**config.mk**
```make
export PLATFORM = sky130hd
export DESIGN_NAME = mux2_1_2bit_arbiter
export DESIGN_NICKNAME = d
export VERILOG_FILES = /design/src/rtl/mux2_1_2bit_arbiter_pkg.sv /design/src/rtl/mux2_1_2bit.sv /design/src/rtl/mux2_1_2bit_arbiter.sv
export SDC_FILE = /design/constraint.sdc
export NUM_CORES = 1
export LEC_CHECK = 0
export ABC_AREA = 1
export CAP_MARGIN = 5
export CORE_AREA = 2 2 39 41
export CTS_BUF_LIST = sky130_fd_sc_hd__clkbuf_8
export CTS_CLUSTER_SIZE = 16
export DETAILED_ROUTE_END_ITERATION = 7
export DIE_AREA = 0 0 41 43
export GPL_TIMING_DRIVEN = 1
export HOLD_SLACK_MARGIN = 0.02
export PLACE_DENSITY_LB_ADDON = 0.3
export SYNTH_ARGS = -nofsm -noshare
export SYNTH_HDL_FRONTEND = slang
export SYNTH_SLANG_ARGS = --single-unit
```
**constraint.sdc**
```tcl
create_clock -name clk -period 1.4 [get_ports clk]
set_input_delay 0.21 -clock clk [delete_from_list [all_inputs] [get_ports clk]]
set_output_delay 0.21 -clock clk [all_outputs]
set_load 0.01 [all_outputs]
```
**src/rtl/mux2_1_2bit_arbiter_pkg.sv**
```systemverilog
// Shared constants and types for the 2-bit 2:1 mux and its upstream arbiter.
// The grant encoding doubles as the mux select value.
package mux2_1_2bit_arbiter_pkg;

    localparam int WIDTH = 2;

    typedef enum logic {
        PRIO_1 = 1'b0,
        PRIO_2 = 1'b1
    } prio_e;

    function automatic prio_e other_prio(input prio_e p);
        return (p == PRIO_1) ? PRIO_2 : PRIO_1;
    endfunction

endpackage

```
**src/rtl/mux2_1_2bit.sv**
```systemverilog
// 2:1 select of two WIDTH-bit words (selec=0 picks in1, selec=1 picks in2).
// Latency: combinational. Backpressure: none, pure datapath.
// Flow control is handled by the instantiating stage.
module mux2_1_2bit
    import mux2_1_2bit_arbiter_pkg::*;
#(
    parameter int W = WIDTH
) (
    input  logic [W-1:0] in1,
    input  logic [W-1:0] in2,
    input  logic         selec,
    output logic [W-1:0] out
);

    assign out = selec ? in2 : in1;

endmodule

```
**src/rtl/mux2_1_2bit_arbiter.sv**
```systemverilog
// Round-robin arbiter feeding mux2_1_2bit from two 1-entry slots into a registered output.
// Latency: input handshake at edge N -> out_valid after edge N+1 when the output stage is free.
// Backpressure: out_ready low freezes the output; a slot only accepts when empty or being granted.
module mux2_1_2bit_arbiter
    import mux2_1_2bit_arbiter_pkg::*;
#(
    parameter int   WIDTH     = mux2_1_2bit_arbiter_pkg::WIDTH,
    parameter logic INIT_PRIO = 1'b0
) (
    input  logic             clk,
    input  logic             reset,
    input  logic             in1_valid,
    input  logic [WIDTH-1:0] in1_data,
    output logic             in1_ready,
    input  logic             in2_valid,
    input  logic [WIDTH-1:0] in2_data,
    output logic             in2_ready,
    output logic             out_valid,
    output logic [WIDTH-1:0] out_data,
    output logic             out_src,
    input  logic             out_ready,
    output logic             selec_2bit
);

    localparam prio_e PRIO_RST = prio_e'(INIT_PRIO);

    prio_e            prio_q;
    prio_e            prio_d;
    prio_e            sel;
    logic             sel_bit;
    logic             load;
    logic             grant1;
    logic             grant2;
    logic             hold1_vld;
    logic             hold2_vld;
    logic [WIDTH-1:0] hold1_dat;
    logic [WIDTH-1:0] hold2_dat;
    logic [WIDTH-1:0] mux_dat;

    // A lone occupied slot wins outright; prio only breaks ties.
    always_comb begin
        sel    = prio_q;
        prio_d = prio_q;
        if (hold1_vld && !hold2_vld) begin
            sel = PRIO_1;
        end else if (!hold1_vld && hold2_vld) begin
            sel = PRIO_2;
        end
        load   = (hold1_vld || hold2_vld) && (!out_valid || out_ready);
        grant1 = load && (sel == PRIO_1);
        grant2 = load && (sel == PRIO_2);
        if (load) begin
            prio_d = other_prio(sel);
        end
    end

    always_ff @(posedge clk or posedge reset) begin
        if (reset) begin
            prio_q <= PRIO_RST;
        end else begin
            prio_q <= prio_d;
        end
    end

    assign sel_bit    = (sel == PRIO_2);
    assign selec_2bit = sel_bit;
    assign in1_ready  = !hold1_vld || grant1;
    assign in2_ready  = !hold2_vld || grant2;

    mux2_1_2bit #(
        .W (WIDTH)
    ) u_mux (
        .in1   (hold1_dat),
        .in2   (hold2_dat),
        .selec (sel_bit),
        .out   (mux_dat)
    );

    // Refill takes precedence over clear so a granted slot can reload in the same cycle.
    always_ff @(posedge clk or posedge reset) begin
        if (reset) begin
            hold1_vld <= 1'b0;
            hold1_dat <= '0;
            hold2_vld <= 1'b0;
            hold2_dat <= '0;
        end else begin
            if (in1_valid && in1_ready) begin
                hold1_vld <= 1'b1;
                hold1_dat <= in1_data;
            end else if (grant1) begin
                hold1_vld <= 1'b0;
            end
            if (in2_valid && in2_ready) begin
                hold2_vld <= 1'b1;
                hold2_dat <= in2_data;
            end else if (grant2) begin
                hold2_vld <= 1'b0;
            end
        end
    end

    always_ff @(posedge clk or posedge reset) begin
        if (reset) begin
            out_valid <= 1'b0;
            out_data  <= '0;
            out_src   <= 1'b0;
        end else if (load) begin
            out_valid <= 1'b1;
            out_data  <= mux_dat;
            out_src   <= sel_bit;
        end else if (out_ready) begin
            out_valid <= 1'b0;
        end
    end

endmodule

```
==> flow_metrics.env <==
export IMPL_fin_crit_ns=1.360
export IMPL_rr_worst_depth=9
export IMPL_endpoint="in1_ready"
export IMPL_n_antenna_cell=0
export IMPL_hold_violations=0
export IMPL_cap_violations=0
export IMPL_pwr_share_seq_pct=28.1
export IMPL_path_max_fanout=4
export IMPL_crit_buf_inv=3
export IMPL_cp_depth=7
export IMPL_clockRootBuffer="clkbuf_8"
export IMPL_cp_data_arrival_time_ns=1.15
export IMPL_power_switching_uw=771.7
export IMPL_critPathTopFamily="flip-flops"
export IMPL_cp_startpoint="hold2_vld$_DFFE_PP0P_"
export IMPL_yosysTopAreaCell="dfrtp_1"
export IMPL_tns_ns=0
export IMPL_io_pins=16
export IMPL_ys_ff_latch=11
export IMPL_grt_usage_pct=15.09
export IMPL_setup_violations_final=0
export IMPL_synth_top_family_by_area="simple AND/OR/NAND/NOR gates"
export IMPL_cts_tree="yes"
export IMPL_grt_pass1_vias=441
export IMPL_crit_required_ns=1.19
export IMPL_sw_frac_of_total_pct=38.02
export IMPL_yosysWarningCount=0
export IMPL_nNetsFinal=94
export IMPL_cp_slowest_stage_delay_ns=0.39
export IMPL_drive_gt1_share_pct=33.33
export IMPL_clk_pin_slew_ns=0.05
export IMPL_die_area_um2=1763
export IMPL_status="finished, final reports clean"
export IMPL_dp_hpwl_um=805.6
export IMPL_drtIter0Drc=2
export IMPL_area_delta_synth_final_pct=57.92
export IMPL_grt_pass1_wl_um=1780
export IMPL_cts_buffers=3
export IMPL_clkLatencyLatePin_ns=0.23
export IMPL_io_buffer_count=15
export IMPL_synth_xor_area_share_pct=0
export IMPL_overflow=0
export IMPL_postSynthNetCount=66
export IMPL_drc=0
export IMPL_die_w_um=41
export IMPL_final_common_cell="nand2_1"
export IMPL_synth_top_cell_area_share_pct=54.46
export IMPL_avgSynthCellArea_um2=8.868
export IMPL_power_share_clock_pct=15.4
export IMPL_drt_wl_total_um=1023
export IMPL_powerDensity_nw_per_um2=2542
export IMPL_worst_pin_slew_ns=0.4275
export IMPL_power_leakage_uw=0.0004196
export IMPL_period_share_pct=97.17
export IMPL_final_cell_mix="17 x nand2_1, 11 x dfrtp_1, 11 x clkdlybuf4s50_1"
export IMPL_critPathSlowestCell="dfrtp_1"
export IMPL_ys_seq_area_share_pct=54.46
export IMPL_multi_input_area_um2=219.0
export IMPL_path_class="flip-flop to primary output"
export IMPL_crit_chain="inv_2, nand2_2, nand2_4, inv_4, nand2_4, nand2_4, buf_6"
export IMPL_hold_buffers=0
export IMPL_clock_sinks=11
export IMPL_hp_class="input pin to async pin"
export IMPL_rr_startpoint="hold2_vld$_DFFE_PP0P_"
export IMPL_cell_internal_pwr_uw=1258
export IMPL_wl_per_cell_um=10.23
export IMPL_r2r_end="hold1_dat[1]$_DFFE_PP0P_"
export IMPL_dieHeight_um=43
export IMPL_core_um2=1384
export IMPL_synth_mux_area_fraction_pct=0
export IMPL_slew_headroom_pct=71.47
export IMPL_peakVddDrop_uv=1217
export IMPL_p_comb_share_pct=56.5
export IMPL_avgViaCountPerCell=4.500
export IMPL_yosys_top_cells_area="dfrtp_1 54%, nand2_1 15%, nand3_1 7.9%"
export IMPL_synth_simple_gate_area_share_pct=34.16
export IMPL_fillers=129
export IMPL_initial_utilization_pct=36.53
export IMPL_crit_path_start_kind="flip-flop"
export IMPL_dr_pass1_iters=3
export IMPL_final_util_pct=57.69
export IMPL_fin_skew_ns=0.001241
export IMPL_regArea_um2=275.3
export IMPL_syn_inst=57
export IMPL_rsz0062_at_grt="yes"
export IMPL_num_vias=450
export IMPL_synth_compound_area_share_pct=5.693
export IMPL_grt_antenna_before_repair=0
export IMPL_syn_cell_area_um2=505.5
export IMPL_htreeDepth=1
export IMPL_fmax_mhz=735.1
export IMPL_rows=14
export IMPL_cp_end_kind="primary output"
export IMPL_r2r_slack_ns=0.22
export IMPL_grt_max_degree=12
export IMPL_cts_buffer_depth=2
export IMPL_drtAntennaViolNets=0
export IMPL_synth_distinct_cells=10
export IMPL_synth_fa_ha_area_share_pct=0
export IMPL_drv_slew=0
export IMPL_finalWeightedCongestion=0.7464
export IMPL_crit_top_cell="nand2_4"
[worst min-delay path by stage]
stage,end,cells past startpoint
5_1_grt,out_valid$_DFFE_PP0P_,2
6_report,out_valid$_DFFE_PP0P_,2
2_1_floorplan,hold1_dat[0]$_DFFE_PP0P_,1
4_1_cts,out_valid$_DFFE_PP0P_,2
3_5_place_dp,hold1_dat[0]$_DFFE_PP0P_,2
3_3_place_gp,hold1_dat[0]$_DFFE_PP0P_,2
[cell families after synthesis]
| logic type | count (synthesis) |
|---|---|
| compound gates | 3 |
| buf+inv | 7 |
| flops | 11 |
| simple gates | 36 |
[state kept, by name, summed over array words and instances (netlist names)]
name / cells
hold1_dat: 2
hold2_vld: 1
out_data: 2
out_src: 1
hold1_vld: 1
out_valid: 1
prio_q: 1
hold2_dat: 2
[synthesized netlist by cell type (all sizes together)]
| master | number |
|---|---|
| dfrtp | 11 |
| inv | 7 |
| nand2 | 27 |
| nand3 | 8 |
| nor2 | 1 |
| o21ai | 2 |
| o21bai | 1 |
[final cells by class]
| class | count | area share (%) |
|---|---|---|
| Clock buffer | 3 | 5.172 |
| Clock inverter | 1 | 0.4702 |
| Inverter | 7 | 3.605 |
| Multi-Input combinational cell | 39 | 27.43 |
| Sequential cell | 11 | 34.48 |
| Tap cell | 16 | 2.508 |
| Timing Repair Buffer | 23 | 26.33 |
[per-stage QoR]
| stage | area (um2) | std cells | hold WS, ns | total power [uW] | setup slack (ns) |
|---|---|---|---|---|---|
| 5_1_grt | 798.3 | 100 | 0.3233 | 2189 | -0.01341 |
| 4_1_cts | 779.5 | 100 | 0.2920 | 1974 | 0.02255 |
| 6_report | 798.3 | 100 | 0.2717 | 2030 | 0.03961 |
| 3_3_place_gp | 735.7 | 96 | 0.4588 | 1651 | -0.4058 |
| 3_5_place_dp | 735.7 | 96 | 0.4659 | 1673 | -0.4191 |
| 2_1_floorplan | 505.5 | 57 | 0.06244 | 1112 | 0.2769 |
[worst reg2reg max path: cells and delay by family (launching register included)]
family | cells | cell delay (ns)
buffers and inverters | 2 | 0.21
flip-flops | 1 | 0.39
AND/OR/NAND/NOR | 7 | 0.48
[routing by layer]
layer  vias up  global-route usage, %  part of all wire (%)
li1        233                      -                     -
met4         0                  4.000                  0.59
met1       200                  17.23                    38
met5         -                      0                     0
met3         2                  4.712                   6.5
met2        15                  25.62                    55
[power groups by stage]
stage | logic (uW) | clock network (uW) | registers, uW
after global placement | 1090 | 0 | 557
after CTS | 1090 | 316 | 569
final | 1150 | 312 | 571
after floorplan | 541 | 0 | 571
after global routing | 1270 | 331 | 589
after detailed placement | 1110 | 0 | 564
[what timing repair did]
item                       CTS  global route
resized for setup           15             7
pin swaps                    2             4
setup endpoints to repair    3             3
setup buffers                1             0
(Power assumes the default switching activity.)
